<file path="src/rtl/pong_ball_ctrl.sv">
// pong_ball_ctrl: ball motion, wall/paddle bounce, scoring and serve/hold sequencing for a pong game
module pong_ball_ctrl #(
    parameter int SCREEN_W    = 640,
    parameter int SCREEN_H    = 480,
    parameter int BALL_SIZE   = 10,
    parameter int BALL_SPEED  = 2,
    parameter int PADDLE_H    = 60,
    parameter int PADDLE_W    = 10,
    parameter int PADDLE_X_L  = 20,
    parameter int PADDLE_X_R  = 610,
    parameter int HOLD_FRAMES = 60,
    parameter int WIN_SCORE   = 9
) (
    input  logic       pixel_clk,
    input  logic       reset,
    input  logic       frame_tick,
    input  logic       serve,
    input  logic [9:0] left_paddle_Y,
    input  logic [9:0] right_paddle_Y,
    output logic [9:0] ball_X_location,
    output logic [9:0] ball_Y_location,
    output logic [3:0] score_left,
    output logic [3:0] score_right,
    output logic [1:0] state,
    output logic       point_pulse
);
    localparam logic [1:0] IDLE      = 2'd0;
    localparam logic [1:0] PLAY      = 2'd1;
    localparam logic [1:0] SCORED    = 2'd2;
    localparam logic [1:0] GAME_OVER = 2'd3;

    // 12-bit working width keeps X+size+speed and paddle_Y+height from wrapping
    localparam logic [11:0] CX    = 12'((SCREEN_W - BALL_SIZE) / 2);
    localparam logic [11:0] CY    = 12'((SCREEN_H - BALL_SIZE) / 2);
    localparam logic [11:0] SW    = 12'(SCREEN_W);
    localparam logic [11:0] SH    = 12'(SCREEN_H);
    localparam logic [11:0] BS    = 12'(BALL_SIZE);
    localparam logic [11:0] SP    = 12'(BALL_SPEED);
    localparam logic [11:0] PH    = 12'(PADDLE_H);
    localparam logic [11:0] PXL_E = 12'(PADDLE_X_L + PADDLE_W);
    localparam logic [11:0] PXR   = 12'(PADDLE_X_R);
    localparam logic [5:0]  HOLD_LAST = 6'(HOLD_FRAMES - 1);
    localparam logic [3:0]  WIN   = 4'(WIN_SCORE);

    logic [11:0] x_q, x_d, y_q, y_d;
    logic        dx_q, dx_d, dy_q, dy_d, sdir_q, sdir_d, pulse_q, pulse_d;
    logic [1:0]  st_q, st_d;
    logic [3:0]  sl_q, sl_d, sr_q, sr_d;
    logic [5:0]  cnt_q, cnt_d;
    logic [11:0] lpy, rpy;
    logic        vl, vr, lhit, rhit, lmiss, rmiss, top, bot;

    assign lpy   = {2'b00, left_paddle_Y};
    assign rpy   = {2'b00, right_paddle_Y};
    assign vl    = (y_q + BS > lpy) && (y_q < lpy + PH);
    assign vr    = (y_q + BS > rpy) && (y_q < rpy + PH);
    assign lhit  = !dx_q && (x_q >= PXL_E) && (x_q < PXL_E + SP) && vl;
    assign rhit  = dx_q && (x_q + BS <= PXR) && (x_q + BS + SP > PXR) && vr;
    assign lmiss = !dx_q && (x_q < SP) && !lhit;
    assign rmiss = dx_q && (x_q + BS + SP > SW) && !rhit;
    assign top   = !dy_q && (y_q < SP);
    assign bot   = dy_q && (y_q + BS + SP > SH);

    // next-state: serve handling, per-frame motion with bounces, scoring and hold countdown
    always_comb begin
        x_d     = x_q;
        y_d     = y_q;
        dx_d    = dx_q;
        dy_d    = dy_q;
        sdir_d  = sdir_q;
        st_d    = st_q;
        sl_d    = sl_q;
        sr_d    = sr_q;
        cnt_d   = cnt_q;
        pulse_d = 1'b0;
        case (st_q)
            IDLE: if (serve) begin
                st_d = PLAY;
                dx_d = sdir_q;
                dy_d = 1'b1;
            end
            PLAY: if (frame_tick) begin
                x_d  = lhit ? PXL_E : rhit ? PXR - BS : dx_q ? x_q + SP : x_q - SP;
                dx_d = lhit ? 1'b1 : rhit ? 1'b0 : dx_q;
                y_d  = top ? 12'd0 : bot ? SH - BS : dy_q ? y_q + SP : y_q - SP;
                dy_d = top ? 1'b1 : bot ? 1'b0 : dy_q;
                if (lmiss || rmiss) begin
                    x_d     = CX;
                    y_d     = CY;
                    st_d    = SCORED;
                    cnt_d   = 6'd0;
                    pulse_d = 1'b1;
                    sdir_d  = rmiss;
                    sr_d    = (lmiss && sr_q != WIN) ? sr_q + 4'd1 : sr_q;
                    sl_d    = (rmiss && sl_q != WIN) ? sl_q + 4'd1 : sl_q;
                end
            end
            SCORED: if (frame_tick) begin
                cnt_d = (cnt_q == HOLD_LAST) ? 6'd0 : cnt_q + 6'd1;
                st_d  = (cnt_q != HOLD_LAST) ? SCORED : (sl_q == WIN || sr_q == WIN) ? GAME_OVER : IDLE;
            end
            default: if (serve) begin
                sl_d   = 4'd0;
                sr_d   = 4'd0;
                sdir_d = 1'b1;
                st_d   = IDLE;
            end
        endcase
    end

    // state registers with synchronous reset to a centred ball heading right/down
    always_ff @(posedge pixel_clk) begin
        if (reset) begin
            x_q     <= CX;
            y_q     <= CY;
            dx_q    <= 1'b1;
            dy_q    <= 1'b1;
            sdir_q  <= 1'b1;
            st_q    <= IDLE;
            sl_q    <= 4'd0;
            sr_q    <= 4'd0;
            cnt_q   <= 6'd0;
            pulse_q <= 1'b0;
        end else begin
            x_q     <= x_d;
            y_q     <= y_d;
            dx_q    <= dx_d;
            dy_q    <= dy_d;
            sdir_q  <= sdir_d;
            st_q    <= st_d;
            sl_q    <= sl_d;
            sr_q    <= sr_d;
            cnt_q   <= cnt_d;
            pulse_q <= pulse_d;
        end
    end

    assign ball_X_location = x_q[9:0];
    assign ball_Y_location = y_q[9:0];
    assign score_left      = sl_q;
    assign score_right     = sr_q;
    assign state           = st_q;
    assign point_pulse     = pulse_q;
endmodule
</file>
<file path="config.mk">
export PLATFORM = sky130hd
export DESIGN_NAME = pong_ball_ctrl
export DESIGN_NICKNAME = d
export VERILOG_FILES = /design/src/rtl/pong_ball_ctrl.sv
export SDC_FILE = /design/constraint.sdc
export NUM_CORES = 1
export LEC_CHECK = 0
export ABC_AREA = 1
export CORE_MARGIN = 2
export CORE_UTILIZATION = 35
export DETAILED_ROUTE_END_ITERATION = 16
export REMOVE_ABC_BUFFERS = 1
export SLEW_MARGIN = 20
export SYNTH_ARGS = -nofsm -noshare
export SYNTH_HDL_FRONTEND = slang
export SYNTH_SLANG_ARGS = --single-unit
</file>
<file path="constraint.sdc">
create_clock -name pixel_clk -period 3 [get_ports pixel_clk]
set_input_delay 0.6 -clock pixel_clk [delete_from_list [all_inputs] [get_ports pixel_clk]]
set_output_delay 0.6 -clock pixel_clk [all_outputs]
set_load 0.005 [all_outputs]
</file>
== Word-level counts from Yosys, hierarchy flattened ==
Index checks and enable logic that the tools add are counted.

* Add/subtract/negate cells: 13
* Order comparisons: 12
* Equal/unequal tests: 16
* Muxes and demuxes: 44
* Bitwise operators: 3
* Reductions and logical operators: 37

{| class="wikitable"
|+ Operators with widths
! cell !! number
|-
| 2-to-1 mux 12 bit || 8
|-
| adder 12 x 2 -> 12 bit (second input constant) || 4
|-
| 2-to-1 mux 4 bit || 7
|-
| adder 12 x 4 -> 12 bit (second input constant) || 2
|-
| > comparator 12 x 10 -> 1 bit || 2
|-
| > comparator 12 x 10 -> 1 bit (second input constant) || 2
|-
| less-than comparator 12 x 11 -> 1 bit || 2
|-
| less-than comparator 12 x 2 -> 1 bit (second input constant) || 2
|-
| 2-to-1 mux 6 bit || 4
|-
| subtractor 12 x 2 -> 12 bit (second input constant) || 2
|-
| adder 10 x 6 -> 11 bit (second input constant) || 2
|-
| logical AND 1 bit || 16
|-
| one-hot mux 4 bit (2 select lines) || 2
|-
| AND reduction 4 bit || 4
|-
| AND reduction 5 bit || 3
|-
| 2-to-1 mux 2 bit || 7
|-
| >= comparator 12 x 5 -> 1 bit (second input constant) || 1
|-
| > comparator 12 x 9 -> 1 bit (second input constant) || 1
|-
| less-or-equal comparator 12 x 10 -> 1 bit (second input constant) || 1
|-
| less-than comparator 12 x 6 -> 1 bit (second input constant) || 1
|-
| inequality test 2 bit (second input constant) || 6
|-
| one-hot mux 6 bit (2 select lines) || 1
|-
| 2-to-1 mux 1 bit || 11
|-
| adder 4 x 1 -> 4 bit (second input constant) || 2
|-
| other kinds (19) || 32
|}

* Bits in registers: 44
* Bits of input ports: 24
* Output and inout bits: 31
* Word-level logic and storage cells: 135

== Longest topological paths before layout ==
* Word-level depth: 12
* Depth in mapped cells: 25
* Mapped depth without buffers: 25

== Worst setup path before layout ==
Ideal clock, no wire load.

* Path kind: reg-to-reg
* Start point: register y_q[2]
* End point: register y_q[10]
* Library setup time: 0.130 ns
* Arrival: 2.885 ns
* Data required time: 2.870 ns
* Setup slack: -0.015 ns
* Stages on the path, launching flop included: 25
* Buffers on the path: 1
* Period minus slack after synthesis: 3.015 ns
* Cells stage by stage: dfxtp_1 > ha_1 > nor2_1 > inv_1 > nand2_1 > nor2_1 > xor2_1 > ha_1 > nand2_1 > inv_1 > nor3_1 > nand2_1 > nand2_1 > nand2_1 > a21oi_1 > nor2_1 > nand2_1 > nor2_2 > nand2_4 > nand2_4 > nand2_4 > nand2_2 > buf_6 > o21ai_2 > nor3_2

* Longest elaborated chain between the ends: 8
* Elaborated cells between the ends (all ways): 25
* Those cells by class: add/sub: 4; order compare: 6; mux: 4; reduce/logical: 11

{| class="wikitable"
|+ Ends and longest elaborated chain
! what !! RTL line !! text
|-
| start, declared || 45 || <nowiki>logic [11:0] x_q, x_d, y_q, y_d;</nowiki>
|-
| start signal, assigned || 126 || <nowiki>y_q <= y_d;</nowiki>
|-
| parallel branches: the longest is 7 deep, another holds adder 12 x 4 -> 12 bit || - ||
|-
| 2-to-1 mux 12 bit * || 87 || <nowiki>if (lmiss || rmiss) begin</nowiki>
|}

Every way passes the cells marked *.
A chain may end at the register's enable or synchronous reset.

== Worst setup path after layout ==
* Start point: register y_q[2]
* End point: register y_q[1]

Same word-level chain as after synthesis.

==> results by group <==
Timing
  – Unrepaired setup endpoints after global routing: true
  – Tcrit/Tclk final: 96.8%
  – Setup TNS: 0 ns
  – Final setup viols: 0
  – Final Hold Viols: 0
  – Relative slew slack: 57.0%
  – Max Fclk: 344 MHz
  – Slew of the pin with the lowest slew margin: 0.628 ns
  – Worst Skew: 0.00892 ns
  – Final-report max-slew violation count: 0
  – Crit path time final: 2.90 ns

Die
  – Die span in y: 125 um
  – Die W: 125 um
  – I/O pins: 55
  – Initial Util: 35.6%
  – Rows: 44
  – Die area: 15,700 um2
  – Core area: 14,500 um2

Clock tree
  – CTS Buf Count: 5
  – Clock sink count: 44
  – H-tree depth: 2
  – Max clock buf depth: 2
  – TritonCTS clock tree: yes
  – Clock transition at path regs: 0.06 ns
  – Clk Latency, worst-skew pair: 0.29 ns
  – CTS Hold Bufs: 0
  – Clock root cell: clkbuf_16

Logic synthesis
  – Netlist Area Pre-Place: 5150 um2
  – Synth Flop Type: dfxtp_1
  – Mean area per synthesized cell: 6.31 um2
  – Mapped Cells: 816
  – Post-synthesis sequential area ratio: 17.1%
  – Ys Warns: 0
  – Post-synth EDFFs: 0
  – Unique cell type count in the Yosys netlist: 42
  – Synth Register Bits: 44
  – Post-synth ARST share: 0%

Worst setup path
  – Worst path buffer plus inverter count: 2
  – Critical Path Max Stage Delay: 0.34 ns
  – Critical Path Fanout Max: 8
  – CP arrival: 3.05 ns
  – CP Capture Type: register
  – Kind of critical path: reg -> reg
  – CP top delay family: simple AND/OR/NAND/NOR gates
  – Crit path cell chain: ha_4 > nor2_4 > inv_2 > nand2_4 > nor2_4 > xor2_2 > buf_4 > ha_4 > nand2_4 > nor2_4 > nand2_1 > nand2_1 > nand2_1 > nand2_1 > a21oi_2 > nor2_1 > nand2_1 > nor2_2 > nand2_4 > nand2_4 > nand2_4 > a21oi_4 > o211ai_1
  – CP Depth: 23
  – Reg2reg setup slack: 0.1 ns
  – Startpoint type of the worst setup path: register
  – R2R cell count: 23
  – Slowest CP cell: dfxtp_2
  – R2R Path End: y_q[1]$_SDFFE_PP1P_
  – Critical Path RT: 3.15 ns
  – R2R Path Start: y_q[2]$_SDFFE_PP0P_

Hold path
  – Worst Hold Path EP: sdir_q$_SDFFE_PP1P_
  – Hold path cells: 2
  – HP Start: sdir_q$_SDFFE_PP1P_
  – Worst hold path type: reg -> reg

Global route
  – First-pass GRT wire length: 23,900 um
  – Initial antenna violation count: 0
  – Gr ovfl total: 0
  – Gr usage total: 18.2%
  – Vias in the first global route: 4,954
  – Largest net degree at the start of global routing: 24

Power and ir drop
  – Leak: 3.16 nW
  – VDD IR max: 0.000299 V
  – Power Density: 461 nW/um2

Placement
  – Area after DPL: 6310 um2
  – Port Buffers: 54
  – Post-DP HPWL: 12,000 um
  – GPL Wtd Cong: 0.898

Finish
  – Commonest non-fill, non-tap cells in the layout: nand2_1, inv_1, buf_4
  – Area occupied by multi-input gates: 3940 um2
  – Layout area overhead: 33.0%
  – FF+latch area: 887 um2
  – ANT cells: 0
  – Share of layout cells above drive strength 1: 22.1%
  – Fillers: 1,485
  – Post-layout instance area: 6860 um2
  – Fin nets: 1,001
  – Most common cell after layout, fill and taps aside: nand2_1

Run
  – MaxCap Viol Count: 0

Detailed routing
  – WL/cell: 13.3 um
  – Starting DRT DRC Count: 280
  – Residual DRC: 0
  – Final WL: 14,800 um
  – Antenna Nets Post-Route: 0
  – DR vias/cell: 4.89
  – DRT Pass-1 Iters: 5
  – DR vias: 5,420

Status
  – Status: finished, final reports clean
==> where the power goes <==
part / leakage (nW) / switching [mW] / internal (mW)
clock: 0.104 / 0.229 / 0.561
combinational: 2.70 / 0.959 / 0.689
sequential: 0.357 / 0.0773 / 0.646
==> synth_stat cells, types with 6 or more instances <==
| cell | number | area, um2 |
|---|---|---|
| a21oi_1 | 54 | 270 |
| nand3_1 | 71 | 355 |
| xnor2_1 | 6 | 52.6 |
| nor2_4 | 6 | 67.6 |
| o21ai_0 | 38 | 190 |
| inv_1 | 98 | 368 |
| nand2_1 | 168 | 631 |
| xor2_1 | 30 | 263 |
| nor3_1 | 20 | 100 |
| ha_1 | 54 | 676 |
| nand2_2 | 15 | 93.8 |
| clkbuf_1 | 11 | 41.3 |
| nand4_1 | 17 | 106 |
| nor2_1 | 91 | 342 |
| dfxtp_1 | 44 | 881 |
| buf_4 | 22 | 165 |
| nor2_2 | 8 | 50.1 |
==> tightest hold or removal path: stages, from the launching register on <==
cell and delay (ns):
dfxtp_1 0.31, nand2_1 0.06, nand2_1 0.04
==> registers in the layout (all words and copies together), names as in the netlist <==
name	flops
point_pulse	1
dx_q	1
dy_q	1
sdir_q	1
y_q	12
cnt_q	6
score_left	4
x_q	12
score_right	4
state	2
==> area by class of cell <==
type / instances / area share [%]
Inverter: 104 / 5.79
Timing Repair Buffer: 137 / 17.3
Clock inverter: 3 / 1.31
Clock buffer: 5 / 1.83
Multi-Input combinational cell: 631 / 57.5
Sequential cell: 44 / 12.9
Tap cell: 184 / 3.36
==> how the worst max path moves through the flow <==
stage / startpoint / to / slack, ns
after floorplan: y_q[2]$_SDFFE_PP0P_ / x_q[0]$_SDFFE_PP1P_ / -0.05
after global placement: left_paddle_Y[2] / x_q[3]$_SDFFE_PP1P_ / -0.35
after detailed placement: right_paddle_Y[2] / x_q[3]$_SDFFE_PP1P_ / -0.41
after CTS: right_paddle_Y[2] / y_q[1]$_SDFFE_PP1P_ / 0.005
after global routing: y_q[2]$_SDFFE_PP0P_ / y_q[1]$_SDFFE_PP1P_ / -0.09
final: y_q[2]$_SDFFE_PP0P_ / y_q[1]$_SDFFE_PP1P_ / 0.1
==> cells by family (layout without fill, tap and decap cells) <==
group	Yosys count	in the layout	synth area share, %
compound gates	117	117	12.8
xor+xnor	37	37	6.44
simple gates	423	423	38.4
fa+ha+maj	54	54	13.1
buf+inv	141	249	12.1
flops	44	44	17.1
==> layer usage <==
| layer | GRT usage (%) | up-vias | routed length (um) |
|---|---|---|---|
| met4 | 3.53 | 0 | 146 |
| met1 | 25.6 | 2450 | 7370 |
| met3 | 2.01 | 12 | 398 |
| met5 | 0 | - | 0 |
| li1 | - | 2880 | - |
| met2 | 30.3 | 78 | 6840 |
==> metrics by stage <==
stage                     power (mW)  utilization, %  setup WS, ns  hold slack (ns)  cells
after floorplan                 1.63               -       -0.0550            0.419    779
after global placement          2.25            43.6        -0.346            0.454   1098
after detailed placement        2.25            43.6        -0.413            0.450   1098
after CTS                       3.07            45.5       0.00514            0.460   1106
after global routing            3.41            47.3       -0.0928            0.476   1108
final                           3.16            47.3        0.0967            0.453   1108
==> what timing repair did <==
action                                  CTS  global route
gates resized for setup                  24            60
setup buffers                             0             2
pin swaps                                12            30
endpoints found under the setup margin   39            39
Note: power is estimated with default switching activity, not from simulation.
